--- src/rtl/median_filter_pkg.sv ---
// Shared definitions for the median filter and its writeback stage:
// output geometry helpers, FSM encoding and packed-byte bit order.
package median_filter_pkg;

    typedef enum logic {
        ST_IDLE   = 1'b0,
        ST_ACTIVE = 1'b1
    } state_t;

    // Bit 0 of a packed output byte holds the leftmost pixel of its group of 8.
    localparam bit PACK_LSB_LEFTMOST = 1'b1;

    function automatic int calc_out_w(input int image_width, input int window_size);
        return image_width - window_size + 1;
    endfunction

    function automatic int calc_out_h(input int image_height, input int window_size);
        return image_height - window_size + 1;
    endfunction

    function automatic int calc_bytes_per_row(input int out_w);
        return (out_w + 7) / 8;
    endfunction

endpackage

--- src/rtl/pixel_packer.sv ---
// Collects 1-bit pixels into bytes; o_byteValid/o_byte are combinational and
// describe the byte completed by the current shift, so the caller registers them.
module pixel_packer
    import median_filter_pkg::*;
(
    input  logic       clk,
    input  logic       reset,
    input  logic       i_clear,
    input  logic       i_shift,
    input  logic       i_bit,
    input  logic       i_flush,
    output logic       o_byteValid,
    output logic [7:0] o_byte
);

    logic [7:0] r_pack;
    logic [2:0] r_idx;
    logic [2:0] w_pos;
    logic [7:0] w_next;

    assign w_pos = PACK_LSB_LEFTMOST ? r_idx : (3'd7 - r_idx);

    always_comb begin
        w_next        = r_pack;
        w_next[w_pos] = i_bit;
    end

    assign o_byte      = w_next;
    assign o_byteValid = i_shift && ((r_idx == 3'd7) || i_flush);

    // A completed byte (full or flushed) restarts packing at bit 0, so a
    // partial byte never carries into the next row.
    always_ff @(posedge clk) begin
        if (reset || i_clear) begin
            r_pack <= '0;
            r_idx  <= '0;
        end else if (i_shift) begin
            if (o_byteValid) begin
                r_pack <= '0;
                r_idx  <= '0;
            end else begin
                r_pack <= w_next;
                r_idx  <= r_idx + 3'd1;
            end
        end
    end

endmodule

--- src/rtl/median_writeback.sv ---
// Writeback stage: places median results in raster order, packs rows into
// bytes for the output RAM and flags out-of-order coordinates.
module median_writeback
    import median_filter_pkg::*;
#(
    parameter int WINDOW_SIZE  = 3,
    parameter int IMAGE_WIDTH  = 240,
    parameter int IMAGE_HEIGHT = 180,
    parameter int ADDR_WIDTH   = 13
) (
    input  logic                  clk,
    input  logic                  reset,
    input  logic                  start,
    input  logic                  writeEnable,
    input  logic [7:0]            xMedianAddress,
    input  logic [7:0]            yMedianAddress,
    input  logic                  dataIn,
    output logic                  memWriteEnable,
    output logic [ADDR_WIDTH-1:0] memAddress,
    output logic [7:0]            memData,
    output logic                  busy,
    output logic                  frameDone,
    output logic                  sequenceError
);

    localparam int OUT_W         = calc_out_w(IMAGE_WIDTH, WINDOW_SIZE);
    localparam int OUT_H         = calc_out_h(IMAGE_HEIGHT, WINDOW_SIZE);
    localparam int BYTES_PER_ROW = calc_bytes_per_row(OUT_W);

    localparam logic [7:0]            LAST_X   = 8'(OUT_W - 1);
    localparam logic [7:0]            LAST_Y   = 8'(OUT_H - 1);
    localparam logic [ADDR_WIDTH-1:0] ROW_STEP = ADDR_WIDTH'(BYTES_PER_ROW);

    state_t                r_state;
    state_t                w_nextState;
    logic [7:0]            r_expX;
    logic [7:0]            r_expY;
    logic [ADDR_WIDTH-1:0] r_rowBase;

    logic                  w_accept;
    logic                  w_startFrame;
    logic                  w_rowEnd;
    logic                  w_frameEnd;
    logic                  w_mismatch;
    logic                  w_byteValid;
    logic [7:0]            w_byte;
    logic [ADDR_WIDTH-1:0] w_addr;

    assign w_accept     = (r_state == ST_ACTIVE) && writeEnable;
    assign w_startFrame = (r_state == ST_IDLE) && start;
    assign w_rowEnd     = (r_expX == LAST_X);
    assign w_frameEnd   = w_rowEnd && (r_expY == LAST_Y);
    assign w_mismatch   = (xMedianAddress != r_expX) || (yMedianAddress != r_expY);
    assign w_addr       = r_rowBase + ADDR_WIDTH'(r_expX[7:3]);

    always_ff @(posedge clk) begin
        if (reset) r_state <= ST_IDLE;
        else       r_state <= w_nextState;
    end

    always_comb begin
        w_nextState = r_state;
        case (r_state)
            ST_IDLE:   if (start) w_nextState = ST_ACTIVE;
            ST_ACTIVE: if (w_accept && w_frameEnd) w_nextState = ST_IDLE;
            default:   w_nextState = ST_IDLE;
        endcase
    end

    // Placement comes only from these counters; incoming coordinates are
    // compared against them but never steer where a pixel lands.
    always_ff @(posedge clk) begin
        if (reset || w_startFrame) begin
            r_expX    <= '0;
            r_expY    <= '0;
            r_rowBase <= '0;
        end else if (w_accept) begin
            if (w_rowEnd) begin
                r_expX    <= '0;
                r_expY    <= r_expY + 8'd1;
                r_rowBase <= r_rowBase + ROW_STEP;
            end else begin
                r_expX <= r_expX + 8'd1;
            end
        end
    end

    pixel_packer u_packer (
        .clk         (clk),
        .reset       (reset),
        .i_clear     (w_startFrame),
        .i_shift     (w_accept),
        .i_bit       (dataIn),
        .i_flush     (w_rowEnd),
        .o_byteValid (w_byteValid),
        .o_byte      (w_byte)
    );

    always_ff @(posedge clk) begin
        if (reset) begin
            memWriteEnable <= 1'b0;
            memAddress     <= '0;
            memData        <= '0;
            frameDone      <= 1'b0;
        end else begin
            memWriteEnable <= w_accept && w_byteValid;
            frameDone      <= w_accept && w_frameEnd;
            if (w_accept && w_byteValid) begin
                memAddress <= w_addr;
                memData    <= w_byte;
            end
        end
    end

    always_ff @(posedge clk) begin
        if (reset || w_startFrame)        sequenceError <= 1'b0;
        else if (w_accept && w_mismatch)  sequenceError <= 1'b1;
    end

    assign busy = (r_state == ST_ACTIVE);

endmodule

--- config.mk ---
export PLATFORM = sky130hd
export DESIGN_NAME = median_writeback
export DESIGN_NICKNAME = d
export VERILOG_FILES = /design/src/rtl/median_filter_pkg.sv /design/src/rtl/pixel_packer.sv /design/src/rtl/median_writeback.sv
export SDC_FILE = /design/constraint.sdc
export NUM_CORES = 1
export LEC_CHECK = 0
export ABC_AREA = 0
export CORE_ASPECT_RATIO = 0.5
export CORE_MARGIN = 5
export CORE_UTILIZATION = 55
export CTS_BUF_LIST = sky130_fd_sc_hd__clkbuf_8
export DETAILED_ROUTE_END_ITERATION = 10
export MAX_ROUTING_LAYER = met4
export PLACE_DENSITY = 0.91
export SETUP_SLACK_MARGIN = 0.4
export SYNTH_ARGS = -nofsm -noshare
export SYNTH_HDL_FRONTEND = slang
export SYNTH_SLANG_ARGS = --single-unit
--- constraint.sdc ---
create_clock -name clk -period 2.5 [get_ports clk]
set_input_delay 0.375 -clock clk [delete_from_list [all_inputs] [get_ports clk]]
set_output_delay 0.375 -clock clk [all_outputs]
set_load 0.005 [all_outputs]
Word level (Yosys, flattened, before mapping) --
Index checks and enable logic that the tools add are counted. Widths: inputs -> output; s select.
Storage, ports and cells: register bits after elaboration 65, bits of input ports 21, output and inout bits 25
Cells by class: add/subtract/negate cells 5, magnitude comparators 2, eq/ne operators 5, muxes and demuxes 9, bitwise gates (word level) 1, reduce and logical (&&, ||, !) cells 12
Operators by type and width (count):
- $add 8x1->8 const B | 2
- $eq 8x8->1 const B | 2
- $mux 8 | 2
- $ne 8x8->1 | 2
- $add 13x5->13 | 1
- $add 13x5->13 const B | 1
- $bwmux 8 | 1
- $logic_and 1x1->1 | 8
- $lt 3x4->1 const B | 1
- $add 3x1->3 const B | 1
- $demux 1 s3 | 1
- $eq 3x3->1 const B | 1
- $ge 3x1->1 const B | 1
- $logic_or 1x1->1 | 3
- $mux 1 | 3
- $mux 3 | 1
- $pmux 1 s2 | 1
- $reduce_and 2->1 | 1
- $not 1->1 | 1

Depth between registers and ports, before layout --
depth in word-level cells 6, depth in mapped cells 9

Modules after synthesis --
A second synthesis with hierarchy kept.
Second synthesis, totals: cells, all modules 383, area total of the unflattened synthesis 3290.7 sq um
Modules (own cells, without submodules):
- median_writeback | instances 1, cells each 312, area each 2653.8 sq um, seq. area each 1061.0 sq um
- pixel_packer | instances 1, cells each 71, area each 636.9 sq um, seq. area each 220.2 sq um

Worst setup path before layout --
No wires, ideal clock.
path kind reg-to-reg, start register r_expX[4], end register memAddress[9], setup time 0.086 ns, data arrival time 1.824 ns, setup slack 0.591 ns, cell stages (with the launch flop) 9, path buffers 0, period minus slack after synthesis 1.909 ns, cells stage by stage dfxtp_1 -> ha_1 -> inv_1 -> fa_1 -> nand2b_1 -> a21oi_1 -> and3_1 -> xnor2_1 -> a211oi_1
On the way: longest elaborated chain between the ends 4, elaborated cells between the ends (all ways) 5, classes of those cells 1 x add/sub; 1 x eq/ne; 3 x reduce/logical
RTL lines:
- start, declared | RTL line median_writeback.sv:36 | logic [7:0] r_expX;
- start signal, assigned | RTL line median_writeback.sv:83 | r_expX <= r_expX + 8'd1;
- branches (longest 4 deep; another with $add 13x5->13)
- end signal, assigned | RTL line median_writeback.sv:109 | memAddress <= w_addr;
- end, declared | RTL line median_writeback.sv:19 | output logic [ADDR_WIDTH-1:0] memAddress,
Several ways; the timed one is not identified. A chain may end at the register's enable or synchronous reset.

Final worst setup path --
start register r_rowBase[1], end register memAddress[11]
On the way: longest elaborated chain between the ends 1
RTL lines:
- start, declared | RTL line median_writeback.sv:38 | logic [ADDR_WIDTH-1:0] r_rowBase;
- start signal, assigned | RTL line median_writeback.sv:81 | r_rowBase <= r_rowBase + ROW_STEP;
- $add 13x5->13 | RTL line median_writeback.sv:54 | assign w_addr = r_rowBase + ADDR_WIDTH'(r_expX[7:3]);
No other way between the ends.

==> results.md <==
Run status:
- The run finished with clean final reports.

Yosys:
- The total nets after synthesis is between 300 and 400.
- The fraction of post-synthesis cell area in the top cell type by area is 0.414.
- The prevailing post-synth register cell is dfxtp_1.
- The total of flip-flops plus latches after synthesis is 64.
- The count of distinct cell types in the synthesized netlist is 40.
- The share of synthesized area occupied by flip-flops and latches is 0.414.
- By area the synthesized netlist is led by dfxtp_1 (41%), xor2_1 (10%), nor2_1 (9.0%), a211oi_1 (4.8%), ha_1 (4.4%).
- Synthesis produced a netlist whose cell count is ~360.
- Each instance of the synthesized netlist takes up on average around 8.7 um^2.
- The mapped cell area is between 0.003 and 0.004 mm^2.
- In the synthesized netlist the async set-or-reset flop fraction comes to 0.
- The biggest area contributor in the post-synthesis netlist is dfxtp_1.
- The number of synthesized flops with an enable pin is 0.
- The number of warning messages in the yosys log is 0.

Clock tree:
- The H-tree generated during clock tree synthesis spans 3 levels.
- CTS placed an instance of clkbuf_8 at the clock tree root.
- The longest clock path from root to sink contains 2 buffers.
- TritonCTS built the clock tree.
- For this design, the sink count on the clock tree is 64.
- The clock-pin slew on the worst setup and hold paths is 0.07 ns.
- Clock latency on the worst-skew pair, taken at its later pin, is approximately 0.34 ns.
- Buffers inserted to repair hold after CTS numbered 0.
- The number of buffers created by CTS is 9.

Critical path:
- The cell with the biggest individual delay on the critical path is dfxtp_4.
- Counting both buffers and inverters, the worst setup path holds a total of 1.
- Walking the worst path, the cells encountered are ha_2 > inv_1 > fa_1 > nand2b_2 > a21oi_4 > nand2_1 > xor2_1 > a211oi_1.
- The largest single stage delay on the critical path is between 0.3 and 0.4 ns.
- Measured in cells, the most critical reg-to-reg path has a length of 8.
- On the critical path the largest part of the delay comes from adder cells.
- The worst setup path is of the reg2reg kind.
- STA classifies the critical path startpoint as a flip-flop.
- In this run the number of cells on the critical path is 8.
- Along the worst path, the maximum fanout reaches 5.
- The endpoint arrival time on the critical path is around 2.3 ns.
- The nature of the critical path endpoint is a flip-flop.
- For the worst setup path, the data required time is ~2.8 ns.

Die:
- The initial utilization of the core area, before any placement, comes to 0.566.
- The placement row count is 19.
- The die outline area is around 0.0073 mm^2.
- The die is 116 um wide.
- 46 I/O pins were placed.
- The chip height is about 63 um.
- The region available for standard cell placement spans 0.00547 mm^2.

STA:
- Setup repair after global routing could not meet its margin everywhere.
- The number of hold violations in the final report is 0.
- Based on the critical path, the design can be clocked at up to approximately 500 MHz.
- For the final database, setup skew stands at 0.00659 ns.
- The remaining max-slew budget at the tightest pin is 0.440.
- The final count of pins violating max slew is 0.
- The setup TNS is 0 ns.
- Setup violations remaining at the end of the flow were counted as 0.
- Of the available clock period, the critical path in the final layout requires 0.801.
- The slew of the pin with the lowest slew margin is ~0.83 ns.
- The smallest clock period supported by the final layout is computed as ~2.0 ns.

Place:
- The congestion estimate from routability-driven global placement came to approximately 0.92.
- During placement, the flow inserted port buffers numbering between 40 and 50.
- The cell area after placement is between 0.003 and 0.004 mm^2.
- The estimated wirelength of the detail-placed design is 5040 um.

Worst hold path:
- The path class of the tightest hold or removal check is reg2reg.
- Along the worst hold path, the cell count comes to 2.

Routing:
- Once detail routing completed, the nets flagged for antenna violations numbered 0.
- The total wire length after detailed routing is 7390 um.
- After the first detailed-routing iteration, the DRC count stood at about 140.
- The number of vias in the routed layout is 2720.
- In the routed layout, each cell is associated on average with a via count of roughly 5.7.
- In the final routed layout, each cell accounts on average for between 15 and 20 um.
- For this run, the detailed router's first-pass iteration total came to 4.
- In the routed design, unresolved DRC markers number 0.

GRT:
- The global-route congestion overflow total is 0.
- The number of antenna violations at the first check in global routing is 0.
- The first global-routing pass estimated around 12000 um of wire.
- The pin count of the biggest net entering global routing is 33.
- The number of global-route vias before repair is ~2700.
- The overall routing resource usage is 0.215.

Power and ir drop:
- Summed over all cells, the static leakage comes to 0.00144 uW.
- The ratio of total power to cell area is just over 500 mW/mm^2.
- The worst ir drop on vdd is around 0.31 mV.

Run:
- Across the run, the number of max-cap violations was 0.

Layout:
- In the final layout, the share of cells above drive strength 1 is 0.0931.
- Compared with the post-synthesis result, the final layout area differs by 24.8%.
- 0 antenna diodes ended up in the layout.
- The post-layout instance area is roughly 0.0039 mm^2.
- The net count of the finished layout is roughly 440.
cells in the final DEF, fill, tap and decap left out, types with 8 or more instances in the layout:
master,netlist,layout
clkbuf_8,0,9
ha_1,11,10
mux2i_1,8,8
a211oi_1,20,20
inv_1,8,9
xnor2_1,13,13
buf_4,1,10
dfxtp_1,64,61
nor2_1,74,74
a21oi_1,14,13
nand4_1,10,10
clkdlybuf4s50_1,0,45
xor2_1,36,36
nand2_1,24,24
sequential cells by signal, indices dropped and copies added, names as in the netlist, 3 cells and up:
signal           cells
memData              8
r_expY               8
r_expX               8
u_packer.r_pack      8
u_packer.r_idx       3
memAddress          13
r_rowBase           12
tightest hold or removal path: cells and delay by family (launching register included):
family / cells / cell delay (ns)
DFF: 1 / 0.31
AOI/OAI and AO/OA: 1 / 0.05
and+or+nand+nor: 1 / 0.06
cells by family after synthesis:
| family | count (synthesis) | share of synthesized area |
|---|---|---|
| buffers and inverters | 28 | 0.0368 |
| adder cells (fa/ha/maj) | 12 | 0.0509 |
| flip-flops | 64 | 0.414 |
| AO/OA/AOI/OAI | 49 | 0.109 |
| multiplexers | 8 | 0.0259 |
| AND/OR/NAND/NOR | 147 | 0.225 |
| XOR/XNOR | 49 | 0.139 |
path summary, 6_finish.rpt:
path | startpoint | to | slack (ns)
min reg2reg | memAddress[4] | memAddress[4] | 0.47
max reg2reg | r_rowBase[1] | memAddress[11] | 0.50
min | memAddress[4] | memAddress[4] | 0.47
max | r_rowBase[1] | memAddress[11] | 0.50
synthesized netlist by cell type (all sizes together) (3+ instances only):
cell type,instances
nand2,24
ha,11
xnor2,13
o21ai,3
and3,6
inv,8
nor3,3
a21oi,14
nand4,10
buf,8
clkbuf,12
dfxtp,64
mux2i,8
and2,5
nand2b,3
a211oi,20
nand3,7
xor2,36
nor4,7
nor2,74
metrics by stage:
step	utilization	hold slack, ns	setup WS (ns)	power, uW	std cells
after floorplan	-	0.448	0.591	1100	357
after global placement	0.661	0.438	0.453	1150	463
after detailed placement	0.661	0.452	0.277	1160	463
after CTS	0.699	0.463	0.406	1990	479
after global routing	0.707	0.491	0.372	2060	481
final	0.707	0.471	0.498	1990	481
layout make-up:
class / instances / area, um^2
clock buffer: 9 / 124
clock inverter: 7 / 63.8
fill: 408 / 1600
inverter: 8 / 30.0
multi-input combinational: 265 / 1740
sequential: 64 / 1290
tap: 73 / 91.3
timing repair buffer: 55 / 526
repair_timing:
item | CTS | global route
pin swaps | 1 | 3
setup buffers | 0 | 2
gates resized for setup | 5 | 7
setup endpoints to repair | 5 | 33
routing by layer:
layer,vias up,global-route usage,routed length (um)
li1,1308,-,-
met1,1294,0.257,3300
met2,96,0.335,3510
met3,22,0.0707,417
met4,0,0.0883,160
met5,-,-,0
power breakdown:
part	internal [uW]	switching (uW)	total, uW	leakage, uW
sequential	1020	7.20	1030	0.000518
clock	451	404	855	0.0000962
combinational	52.8	53.0	106	0.000831
total	1530	465	1990	0.00144
(Power assumes the default switching activity.)
